==> src/rtl/core_sequencer_pkg.sv <==
// Shared encodings for the RV32I multi-cycle sequencer: state codes, trap causes
// and the default request timeout.
package core_sequencer_pkg;

  typedef enum logic [2:0] {
    SEQ_FETCH     = 3'd0,
    SEQ_DECODE    = 3'd1,
    SEQ_EXECUTE   = 3'd2,
    SEQ_MEMORY    = 3'd3,
    SEQ_WRITEBACK = 3'd4,
    SEQ_TRAP      = 3'd5
  } seq_state_t;

  localparam logic [1:0] TRAP_NONE      = 2'b00;
  localparam logic [1:0] TRAP_ILLEGAL   = 2'b01;
  localparam logic [1:0] TRAP_IFETCH_TO = 2'b10;
  localparam logic [1:0] TRAP_DMEM_TO   = 2'b11;

  localparam int DEFAULT_TIMEOUT_CYCLES = 16;

endpackage

==> src/rtl/seq_wait_timer.sv <==
// Counts consecutive un-acked request cycles; expired flags the last allowed cycle.
// Shared by the FETCH and MEMORY waits, cleared on entry to either.
module seq_wait_timer #(
  parameter int TIMEOUT_CYCLES = 16
) (
  input  logic clk,
  input  logic rst,
  input  logic clear,
  input  logic count,
  output logic expired
);

  localparam int W = $clog2(TIMEOUT_CYCLES);
  localparam logic [W-1:0] LIMIT = W'(TIMEOUT_CYCLES - 1);

  logic [W-1:0] r_cnt;

  always_ff @(posedge clk) begin
    if (rst || clear) begin
      r_cnt <= '0;
    end else if (count) begin
      r_cnt <= r_cnt + 1'b1;
    end
  end

  assign expired = (r_cnt == LIMIT);

endmodule

==> src/rtl/core_sequencer.sv <==
// Multi-cycle FETCH/DECODE/EXECUTE/MEMORY/WRITEBACK sequencer with imem/dmem req/ack,
// one-shot write gating, retired-instruction counter and a sticky TRAP state.
module core_sequencer
  import core_sequencer_pkg::*;
#(
  parameter int TIMEOUT_CYCLES = DEFAULT_TIMEOUT_CYCLES,
  parameter int INSTRET_WIDTH  = 32
) (
  input  logic                     clk,
  input  logic                     rst,
  output logic                     imem_req,
  input  logic                     imem_ack,
  output logic                     ir_load,
  input  logic                     dec_reg_write,
  input  logic [3:0]               dec_mem_write,
  input  logic                     dec_mem_read,
  input  logic                     dec_illegal,
  output logic                     dmem_req,
  output logic [3:0]               dmem_we,
  input  logic                     dmem_ack,
  output logic                     load_capture,
  output logic                     reg_write_enable,
  output logic                     pc_write_enable,
  output logic [2:0]               state,
  output logic                     halted,
  output logic [1:0]               trap_cause,
  output logic [INSTRET_WIDTH-1:0] instret
);

  seq_state_t               r_state;
  logic [1:0]               r_trap_cause;
  logic [INSTRET_WIDTH-1:0] r_instret;

  seq_state_t w_next;
  logic       w_trap;
  logic [1:0] w_cause;
  logic       w_imem_req, w_ir_load, w_dmem_req, w_load_cap, w_rwe, w_pwe;
  logic [3:0] w_dmem_we;
  logic       w_count, w_clear, w_expired;

  // Clear only on a real transition into a waiting state, so the count spans the whole wait.
  assign w_clear = (w_next != r_state) && ((w_next == SEQ_FETCH) || (w_next == SEQ_MEMORY));

  seq_wait_timer #(.TIMEOUT_CYCLES(TIMEOUT_CYCLES)) u_wait_timer (
    .clk     (clk),
    .rst     (rst),
    .clear   (w_clear),
    .count   (w_count),
    .expired (w_expired)
  );

  always_comb begin
    w_next     = r_state;
    w_trap     = 1'b0;
    w_cause    = TRAP_NONE;
    w_imem_req = 1'b0;
    w_ir_load  = 1'b0;
    w_dmem_req = 1'b0;
    w_dmem_we  = 4'b0000;
    w_load_cap = 1'b0;
    w_rwe      = 1'b0;
    w_pwe      = 1'b0;
    w_count    = 1'b0;
    case (r_state)
      SEQ_FETCH: begin
        w_imem_req = 1'b1;
        if (imem_ack) begin
          w_ir_load = 1'b1;
          w_next    = SEQ_DECODE;
        end else if (w_expired) begin
          w_next  = SEQ_TRAP;
          w_trap  = 1'b1;
          w_cause = TRAP_IFETCH_TO;
        end else begin
          w_count = 1'b1;
        end
      end
      SEQ_DECODE: begin
        if (dec_illegal) begin
          w_next  = SEQ_TRAP;
          w_trap  = 1'b1;
          w_cause = TRAP_ILLEGAL;
        end else begin
          w_next = SEQ_EXECUTE;
        end
      end
      SEQ_EXECUTE: begin
        w_next = (dec_mem_read || (dec_mem_write != 4'b0000)) ? SEQ_MEMORY : SEQ_WRITEBACK;
      end
      SEQ_MEMORY: begin
        w_dmem_req = 1'b1;
        w_dmem_we  = dec_mem_write;
        if (dmem_ack) begin
          w_load_cap = dec_mem_read;
          w_next     = SEQ_WRITEBACK;
        end else if (w_expired) begin
          w_next  = SEQ_TRAP;
          w_trap  = 1'b1;
          w_cause = TRAP_DMEM_TO;
        end else begin
          w_count = 1'b1;
        end
      end
      SEQ_WRITEBACK: begin
        w_rwe  = dec_reg_write;
        w_pwe  = 1'b1;
        w_next = SEQ_FETCH;
      end
      SEQ_TRAP: begin
        w_next = SEQ_TRAP;
      end
      default: begin
        w_next  = SEQ_TRAP;
        w_trap  = 1'b1;
        w_cause = TRAP_ILLEGAL;
      end
    endcase
  end

  always_ff @(posedge clk) begin
    if (rst) begin
      r_state      <= SEQ_FETCH;
      r_trap_cause <= TRAP_NONE;
      r_instret    <= '0;
    end else begin
      r_state <= w_next;
      if (w_trap) begin
        r_trap_cause <= w_cause;
      end
      if (r_state == SEQ_WRITEBACK) begin
        r_instret <= r_instret + 1'b1;
      end
    end
  end

  // Strobes are forced low for the whole reset cycle regardless of state.
  assign imem_req         = w_imem_req & ~rst;
  assign ir_load          = w_ir_load  & ~rst;
  assign dmem_req         = w_dmem_req & ~rst;
  assign dmem_we          = w_dmem_we  & {4{~rst}};
  assign load_capture     = w_load_cap & ~rst;
  assign reg_write_enable = w_rwe      & ~rst;
  assign pc_write_enable  = w_pwe      & ~rst;
  assign state            = r_state;
  assign halted           = (r_state == SEQ_TRAP);
  assign trap_cause       = r_trap_cause;
  assign instret          = r_instret;

endmodule

==> config.mk <==
export PLATFORM = sky130hd
export DESIGN_NAME = core_sequencer
export DESIGN_NICKNAME = d
export VERILOG_FILES = /design/src/rtl/core_sequencer_pkg.sv /design/src/rtl/seq_wait_timer.sv /design/src/rtl/core_sequencer.sv
export SDC_FILE = /design/constraint.sdc
export NUM_CORES = 1
export LEC_CHECK = 0
export BUFFER_PORTS_ARGS = -buffer_cell sky130_fd_sc_hd__buf_2
export CAP_MARGIN = 0
export CORE_AREA = 10 10 74 76
export CTS_CLUSTER_SIZE = 24
export DETAILED_ROUTE_END_ITERATION = 6
export DIE_AREA = 0 0 84 86
export PLACE_DENSITY = 0.89
export SETUP_SLACK_MARGIN = 0.15
export SLEW_MARGIN = 40
export SYNTH_ARGS = -nofsm -noshare
export SYNTH_HDL_FRONTEND = slang
export SYNTH_HIERARCHICAL = 1
export SYNTH_SLANG_ARGS = --single-unit
==> constraint.sdc <==
create_clock -name clk -period 4.31 [get_ports clk]
set_input_delay 0 -clock clk [delete_from_list [all_inputs] [get_ports clk]]
set_output_delay 0 -clock clk [all_outputs]
set_load 0.1 [all_outputs]
==> results.yml <==
setup_path:
  crit_path_start_kind: "flop"
  cp_slowest_cell: "or4b_2"
  worstPathMaxFanout: 8
  crit_path_end_kind: "flop"
  path_cells: "ha_1 > and3_1 > or4b_2 > a21oi_1 > a211oi_1 > o221a_2 > or2_1 > nor2_1"
  worstPathRequired_ns: 4.53
  reg2regPathDepth: 8
  critPathKind: "reg2reg"
  slowest_delay_ns: 0.64
  critPathArrivalTime_ns: 2.68
die:
  die_h_um: 86
  die_area_mm2: 0.00722
  rows: 23
  initial_core_util_pct: 55.4
  ios: 59
  core_mm2: 0.00397
  die_width_um: 84
run:
  drv_cap: 0
logic_synthesis:
  synth_top_cell_by_area: "dfxtp_1"
  synthFlopType: "dfxtp_1"
  yosysWarningCount: 6
  synth-seq-cells: 41
  async_flop_share_pct: 0
  ys_types: 49
  ys_seq_area_share_pct: 37.3
  syn_inst: 256
  synth.top_cell.area_share_pct: 37.3
  synth.avg_cell_area_um2: 8.59
  yosys-top-cells-area: "dfxtp_1 (37%), a21oi_1 (5.9%), o31ai_1 (5.8%)"
  synth-edff-count: 0
  syn_nets: 269
  syn_area_mm2: 0.00220
placement:
  place_hpwl_um: 4060
  gp_congestion: 0.874
  port_buffers: 58
  postPlaceCellArea_mm2: 0.00248
  dp.cells: 347
  pre_cts_slack_ns: 1.90
timing:
  rsz0062_at_grt: "false"
  hold_viol: 0
  max_freq_ghz: 0.407
  setup_viol: 0
  maxSlewHeadroom_pct: 47.4
  worst_pin_slew_ns: 0.789
  finalWorstSetupSlack_ns: 1.85
  slew_viol_final: 0
  fin_tns_setup_ns: 0
  fin_crit_sh_pct: 57.0
  skew_ns: 0.00327
  period_needed_ns: 2.46
cts:
  clk_latency_ns: 0.29
  cts_made_buffers: 5
  clk_pin_slew_worst_paths_ns: 0.08
  post_cts_buffers: 0
  cts.sinks: 41
  tritoncts: "yes"
  clk_path_buf_depth: 2
  cts-htree-levels: 2
  ctsHoldBuffers: 0
  clock_tree.root_cell: "clkbuf_8"
  cts_resized: 0
pwr:
  peakVddDrop_v: 0.000189
  power_density_mw_per_mm2: 329
  p_leak_nw: 1.07
  power.total_w: 0.000854
grt:
  grt_max_degree: 44
  grt_use_total_pct: 14.9
  antenna_found_initial: 0
  grt_pass1_vias: 2136
  overflow: 0
  grt_pass1_wl_um: 9360
drt:
  wl_per_cell_um: 15.8
  totalWireLength_um: 5620
  drt_iter0_markers: 138
  drt-pass1-iter-count: 4
  route.vias.total: 2132
  final_antenna_net_count: 0
  drc: 0
  vias_per_cell: 6.01
final_layout:
  final_layout_size_suffix_gt1_share_pct: 24.9
  multi_input_area_mm2: 0.00129
  layout_commonest_cell: "buf_2"
  fillers: 351
  area_growth_pct: 17.9
  fin_area_mm2: 0.00259
  register_area_um2: 821
  layout_common_cells: "buf_2 (58), dfxtp_1 (41), a21oi_1 (26)"
  fin_nets: 317
  final_cells: 355
  diodes: 0
min_path:
  whs_path_depth: 3
  hold_path.class: "in2reg"
outcome:
  status: "complete, no violations"
## power breakdown
part	total, W	switching, W	internal (W)	leakage, nW
clock network	0.000320	0.000131	0.000189	0.0585
registers	0.000402	0.0000165	0.000385	0.331
logic	0.000132	0.0000958	0.0000362	0.683
total	0.000854	0.000244	0.000610	1.07
## cells by family (layout without fill, tap and decap cells)
| logic type | count (synthesis) | after routing | synth area share (%) |
|---|---|---|---|
| compound gates | 65 | 65 | 19.1 |
| flops | 41 | 41 | 37.3 |
| buf+inv | 21 | 70 | 4.61 |
| simple gates | 113 | 113 | 31.8 |
| mux | 3 | 3 | 1.59 |
| xor+xnor | 11 | 11 | 4.38 |
| fa+ha+maj | 2 | 2 | 1.14 |
## through the flow
stage | util, % | hold slack, ns
after floorplan | - | 0.177
after CTS | 65.3 | 0.0815
after detailed placement | 62.4 | 0.396
after global routing | 65.3 | 0.0876
final | 65.3 | 0.0881
after global placement | 62.4 | 0.379
## path summary, 6_finish.rpt
check | startpoint | end | slack [ns]
worst max-delay path | u_wait_timer/r_cnt[0] | u_wait_timer/r_cnt[1] | 1.85
worst min-delay path | dec_illegal | trap_cause[0] | 0.09
worst max register to register | u_wait_timer/r_cnt[0] | u_wait_timer/r_cnt[1] | 1.85
worst min register to register | instret[26] | instret[26] | 0.50
## sequential cells by signal, indices dropped and copies added, names as in the netlist
signal,cells
u_wait_timer/r_cnt,4
trap_cause,2
instret,32
state,3
## routing by layer
metal,vias up,global-route usage [%],wire (um)
met3,5,5.20,417
met2,62,26.3,2720
met5,-,0,0
met1,1003,16.0,2430
met4,0,5.78,54
li1,1062,-,-
## worst max-delay path: cells and delay by family (launching register included)
family / cells / cell delay (ns)
DFF: 1 / 0.39
and+or+nand+nor: 4 / 1.35
AOI/OAI and AO/OA: 3 / 0.44
adders and majority gates: 1 / 0.21
## cells in the mapped netlist (2+ instances only)
master    number
buf_2          3
xnor2_1        2
or3_1          5
a21o_1         2
inv_1          4
o21bai_1       2
nand3b_1       2
ha_1           2
nor2_1        17
nand2_1       11
a21oi_1       26
and2_1         9
or4_1         17
o21a_1         2
buf_6          2
dfxtp_1       41
nor3_1         4
o31ai_1       17
xor2_1         9
clkbuf_1      11
nand2b_1       2
nand4_1       15
nor2b_1        4
and4_1         4
and3_1         6
nand3_1        7
o21ai_0        6
mux2i_1        2
nor3b_1        2
## area by class of cell
type | instances | share of cell area (%)
flip-flops and latches | 41 | 31.7
well taps | 50 | 2.41
inverters | 4 | 0.579
clock buffers | 7 | 3.33
repair buffers | 58 | 11.2
clock inverters | 1 | 1.16
multi-input cells | 194 | 49.7
(Power assumes the default switching activity.)
